$ cat src/rtl/iob_cpu_bus_router.sv
// Routes the core's native memory interface to one of N_CH IOb channels.
// A registered FSM handles the handshake, the per-access timeout, unmapped accesses and a sticky error.
module iob_cpu_bus_router #(
    parameter int unsigned N_CH      = 2,
    parameter int unsigned SEL_W     = 1,
    parameter int unsigned ADDR_W    = 32,
    parameter int unsigned DATA_W    = 32,
    parameter int unsigned INSTR_CH0 = 1,
    parameter int unsigned TIMEOUT_W = 8
) (
    input  logic                       clk_i,
    input  logic                       arst_i,
    input  logic                       cke_i,
    input  logic                       cpu_valid_i,
    input  logic                       cpu_instr_i,
    input  logic [ADDR_W-1:0]          cpu_addr_i,
    input  logic [DATA_W-1:0]          cpu_wdata_i,
    input  logic [DATA_W/8-1:0]        cpu_wstrb_i,
    output logic [DATA_W-1:0]          cpu_rdata_o,
    output logic                       cpu_ready_o,
    output logic [N_CH-1:0]            ch_valid_o,
    output logic [N_CH*ADDR_W-1:0]     ch_addr_o,
    output logic [N_CH*DATA_W-1:0]     ch_wdata_o,
    output logic [N_CH*DATA_W/8-1:0]   ch_wstrb_o,
    input  logic [N_CH-1:0]            ch_ready_i,
    input  logic [N_CH-1:0]            ch_rvalid_i,
    input  logic [N_CH*DATA_W-1:0]     ch_rdata_i,
    output logic                       err_o,
    input  logic                       err_clr_i
);

    localparam int unsigned STRB_W = DATA_W / 8;
    // Last count value before the wait counter would reach 2^TIMEOUT_W-1.
    localparam logic [TIMEOUT_W-1:0] CntLast = {{(TIMEOUT_W - 1){1'b1}}, 1'b0};

    typedef enum logic [1:0] {StIdle, StReq, StResp, StDone} state_e;

    state_e                 state_q, state_d;
    logic [SEL_W-1:0]       sel_q, sel_d;
    logic [ADDR_W-1:0]      addr_q, addr_d;
    logic [DATA_W-1:0]      wdata_q, wdata_d;
    logic [STRB_W-1:0]      wstrb_q, wstrb_d;
    logic [DATA_W-1:0]      rdata_q, rdata_d;
    logic                   ready_q, ready_d;
    logic [N_CH-1:0]        valid_q, valid_d;
    logic [TIMEOUT_W-1:0]   cnt_q, cnt_d;
    logic                   err_q, err_d;
    logic                   err_set;

    logic                   sel_ready;
    logic                   sel_rvalid;
    logic [DATA_W-1:0]      sel_rdata;

    always_comb begin
        sel_ready  = 1'b0;
        sel_rvalid = 1'b0;
        sel_rdata  = '0;
        for (int i = 0; i < int'(N_CH); i++) begin
            if (sel_q == SEL_W'(i)) begin
                sel_ready  = ch_ready_i[i];
                sel_rvalid = ch_rvalid_i[i];
                sel_rdata  = ch_rdata_i[i*DATA_W +: DATA_W];
            end
        end
    end

    always_comb begin
        state_d = state_q;
        sel_d   = sel_q;
        addr_d  = addr_q;
        wdata_d = wdata_q;
        wstrb_d = wstrb_q;
        rdata_d = rdata_q;
        ready_d = 1'b0;
        valid_d = valid_q;
        cnt_d   = cnt_q;
        err_set = 1'b0;
        unique case (state_q)
            StIdle: begin
                if (cpu_valid_i) begin
                    addr_d  = cpu_addr_i;
                    wdata_d = cpu_wdata_i;
                    wstrb_d = cpu_wstrb_i;
                    sel_d   = (INSTR_CH0 != 0 && cpu_instr_i) ? '0
                                                              : cpu_addr_i[ADDR_W-1 -: SEL_W];
                    cnt_d   = '0;
                    if (32'(sel_d) >= N_CH) begin
                        rdata_d = '0;
                        err_set = 1'b1;
                        ready_d = 1'b1;
                        state_d = StDone;
                    end else begin
                        for (int i = 0; i < int'(N_CH); i++) begin
                            valid_d[i] = (sel_d == SEL_W'(i));
                        end
                        state_d = StReq;
                    end
                end
            end
            StReq: begin
                if (sel_ready) begin
                    valid_d = '0;
                    if (wstrb_q != '0) begin
                        ready_d = 1'b1;
                        state_d = StDone;
                    end else begin
                        state_d = StResp;
                    end
                end else if (cnt_q == CntLast) begin
                    valid_d = '0;
                    rdata_d = '0;
                    err_set = 1'b1;
                    ready_d = 1'b1;
                    state_d = StDone;
                end else begin
                    cnt_d = cnt_q + 1'b1;
                end
            end
            StResp: begin
                if (sel_rvalid) begin
                    rdata_d = sel_rdata;
                    ready_d = 1'b1;
                    state_d = StDone;
                end else if (cnt_q == CntLast) begin
                    rdata_d = '0;
                    err_set = 1'b1;
                    ready_d = 1'b1;
                    state_d = StDone;
                end else begin
                    cnt_d = cnt_q + 1'b1;
                end
            end
            StDone: begin
                cnt_d   = '0;
                state_d = StIdle;
            end
            default: state_d = StIdle;
        endcase
        // A new error in the same cycle as a clear request wins.
        err_d = err_set | (err_q & ~err_clr_i);
    end

    always_ff @(posedge clk_i or posedge arst_i) begin
        if (arst_i) begin
            state_q <= StIdle;
            sel_q   <= '0;
            addr_q  <= '0;
            wdata_q <= '0;
            wstrb_q <= '0;
            rdata_q <= '0;
            ready_q <= 1'b0;
            valid_q <= '0;
            cnt_q   <= '0;
            err_q   <= 1'b0;
        end else if (cke_i) begin
            state_q <= state_d;
            sel_q   <= sel_d;
            addr_q  <= addr_d;
            wdata_q <= wdata_d;
            wstrb_q <= wstrb_d;
            rdata_q <= rdata_d;
            ready_q <= ready_d;
            valid_q <= valid_d;
            cnt_q   <= cnt_d;
            err_q   <= err_d;
        end
    end

    assign cpu_rdata_o = rdata_q;
    assign cpu_ready_o = ready_q;
    assign ch_valid_o  = valid_q;
    assign ch_addr_o   = {N_CH{addr_q}};
    assign ch_wdata_o  = {N_CH{wdata_q}};
    assign ch_wstrb_o  = {N_CH{wstrb_q}};
    assign err_o       = err_q;

endmodule

$ cat config.mk
export PLATFORM = sky130hd
export DESIGN_NAME = iob_cpu_bus_router
export DESIGN_NICKNAME = d
export VERILOG_FILES = /design/src/rtl/iob_cpu_bus_router.sv
export SDC_FILE = /design/constraint.sdc
export NUM_CORES = 1
export LEC_CHECK = 0
export ABC_AREA = 1
export CAP_MARGIN = 10
export CORE_AREA = 2 2 123 125
export DETAILED_ROUTE_END_ITERATION = 7
export DIE_AREA = 0 0 125 127
export MAX_ROUTING_LAYER = met4
export PLACE_DENSITY_LB_ADDON = 0.15
export SYNTH_ARGS = -nofsm -noshare
export SYNTH_HDL_FRONTEND = slang
export SYNTH_SLANG_ARGS = --single-unit
export TNS_END_PERCENT = 20
$ cat constraint.sdc
create_clock -name clk_i -period 6.46 [get_ports clk_i]
set_input_delay 1.292 -clock clk_i [delete_from_list [all_inputs] [get_ports clk_i]]
set_output_delay 1.292 -clock clk_i [all_outputs]
set_load 0.01 [all_outputs]
==> results_dict.tcl <==
set metrics [dict create \
    crit_fanout 32 \
    antenna_left 0 \
    grt_pass1_wl_um 27400 \
    hold_class "reg2reg" \
    slew_violations 0 \
    cts_tree "yes" \
    synth_area_um2 5810 \
    drc 0 \
    fmax_ghz 0.349 \
    slew_headroom 0.368 \
    vias 5334 \
    core_area_um2 14400 \
    dp.cells 1153 \
    fin_crit_sh 0.443 \
    use_met3 0.0452 \
    viasPerCell 4.50 \
    ys_seq_elements 115 \
    cts_buffer_depth 2 \
    yosys-top-cells-area "dfrtp_1, nand2_1, buf_4" \
    met2_usage 0.373 \
    met1_usage 0.280 \
    synthesis.nets 897 \
    drtPass1Iterations 5 \
    cp-start-kind "input port" \
    grt_pass1_vias 5194 \
    synth_top_area_share 0.496 \
    routed_wl_um 17200 \
    setup_tns_ns 0 \
    n_antenna_cell 0 \
    portBuffers 313 \
    grt_max_degree 70 \
    fin_cells 1185 \
    synth_top_cell_by_area "dfrtp_1" \
    layout_setup_ws_ns 3.60 \
    ys_types 24 \
    cp_cell_sequence "clkdlybuf4s50_1 > inv_2 > a21oi_1 > nand2_2 > a21oi_4 > o21ai_0" \
    fin_nets 1137 \
    die_w_um 125 \
    initial_core_util 0.403 \
    row_count 44 \
    drt-initial-drc-count 321 \
    crit_type "in2reg" \
    io-pin-count 314 \
    dp_hpwl_um 12700 \
    synthCells 748 \
    outcome "finished clean" \
    cts_inserted_buffers 17 \
    ys_warn_count 0 \
    powerDensity_nw_per_um2 472 \
    ir_worst_vdd_v 0.000203 \
    die_y_um 127 \
    insertion_delay_ns 0.41 \
    setup_viol 0 \
    clock_sinks 115 \
    path_clk_slew_ns 0.05 \
    cts.root.buffer_cell "clkbuf_16" \
    final_cell_mix "nand2_1, clkdlybuf4s50_1, dfrtp_1, inv_1, o21ai_0" \
    ctsHoldBuffers 0 \
    cp_slowest_cell "a21oi_4" \
    grt_use_total 0.225 \
    gp_congestion 0.825 \
    wl_per_cell_um 14.5 \
    grt_overflow 0 \
    ys_seq_area_frac 0.496 \
    worstMarginPinSlew_ns 0.947 \
    worstPathArrival_ns 3.10 \
    critPathCaptureType "flop" \
    syn_area_per_cell_um2 7.76 \
    post_cts_resized 0 \
    grt_setup_unrepaired "false" \
    drive_above_1_share 0.0569 \
    leakagePower_nw 4.43 \
    final_common_cell "nand2_1" \
    preCtsSetupSlack_ns 3.11 \
    skew_ns 0.00958 \
    maxCapViolCount 0 \
    dieArea_um2 15900 \
    period_needed_ns 2.86 \
    cp_slowest_stage_delay_ns 0.73 \
    antenna_found_initial 0 \
    area_growth_pct 58.0 \
    h-tree-depth 4 \
    crit_required_ns 6.70 \
    finalHoldViolations 0 \
    cts_setup_buffers 0 \
    busiest_layer "met2" \
]
## final timing paths
check / from / to / slack (ns) / depth (start not counted)
max: cke_i / cpu_rdata_o[18]$_DFFE_PP0P_ / 3.60 / 6
min: err_o$_DFFE_PP0P_ / err_o$_DFFE_PP0P_ / 0.49 / 2
max reg2reg: state_q[1]$_DFFE_PP0P_ / cpu_rdata_o[18]$_DFFE_PP0P_ / 4.09 / 7
min reg2reg: err_o$_DFFE_PP0P_ / err_o$_DFFE_PP0P_ / 0.49 / 2
max in group asynchronous: arst_i / cpu_rdata_o[2]$_DFFE_PP0P_ / 3.88 / 3
min in group asynchronous: arst_i / addr_q[21]$_DFFE_PP0P_ / 1.40 / 2
## logic make-up after synthesis
kind of cell	count (synthesis)	synth area share
simple gates	422	0.283
buf+inv	152	0.151
xor+xnor	3	0.00453
compound gates	49	0.0515
flops	115	0.496
fa+ha+maj	7	0.0151
## Yosys cell counts
| cell | n |
|---|---|
| nor2_1 | 10 |
| nand3_1 | 12 |
| inv_2 | 4 |
| o21ai_0 | 30 |
| a21oi_4 | 1 |
| buf_6 | 3 |
| buf_4 | 73 |
| o21ai_1 | 3 |
| clkbuf_1 | 16 |
| buf_2 | 4 |
| dfrtp_1 | 115 |
| nand4_1 | 3 |
| o21bai_1 | 2 |
| nand2_1 | 391 |
| a21oi_1 | 3 |
| nor3_4 | 1 |
| inv_4 | 1 |
| ha_1 | 7 |
| nand2_2 | 3 |
| inv_1 | 51 |
| nor2_4 | 2 |
| xnor2_1 | 1 |
| xor2_1 | 2 |
| o21ai_2 | 10 |
## report_power, final
part	internal, mW	switching (mW)
sequential	1.05	0.255
combinational	1.12	0.904
clock	0.685	0.323
total	2.85	1.48
## layer usage
metal / share of wire / up-vias
met5: 0 / -
met4: 0.019 / 0
met3: 0.057 / 26
met2: 0.50 / 207
met1: 0.43 / 2430
li1: - / 2671
## final cells by class
cell class / count / area [µm²]
inverter: 56 / 215
timing repair buffer: 317 / 3160
tap: 184 / 230
clock inverter: 9 / 149
sequential: 115 / 2880
clock buffer: 23 / 488
multi-input combinational: 481 / 2050
fill: 1307 / 5250
## stage by stage
| stage | utilization | hold WS, ns | total power [mW] | cell area [µm²] |
|---|---|---|---|---|
| global placement | 0.592 | 0.473 | 3.32 | 8540 |
| global route | 0.636 | 0.511 | 4.59 | 9180 |
| detailed placement | 0.592 | 0.476 | 3.36 | 8540 |
| finish | 0.636 | 0.492 | 4.33 | 9180 |
| CTS | 0.636 | 0.497 | 4.38 | 9180 |
| floorplan | - | 0.474 | 2.32 | 5810 |
## registers in the layout, summed over array words and instances (netlist names)
name / flops
wdata_q: 32
ch_valid_o: 2
cpu_ready_o: 1
state_q: 2
cnt_q: 8
cpu_rdata_o: 32
err_o: 1
wstrb_q: 4
sel_q: 1
addr_q: 32
## worst max-delay path, delay by kind of cell
family                 cells  cell delay (ns)
AOI/OAI and AO/OA          3             1.08
buffers and inverters      2             0.61
and+or+nand+nor            1             0.12
(Power assumes the default switching activity.)
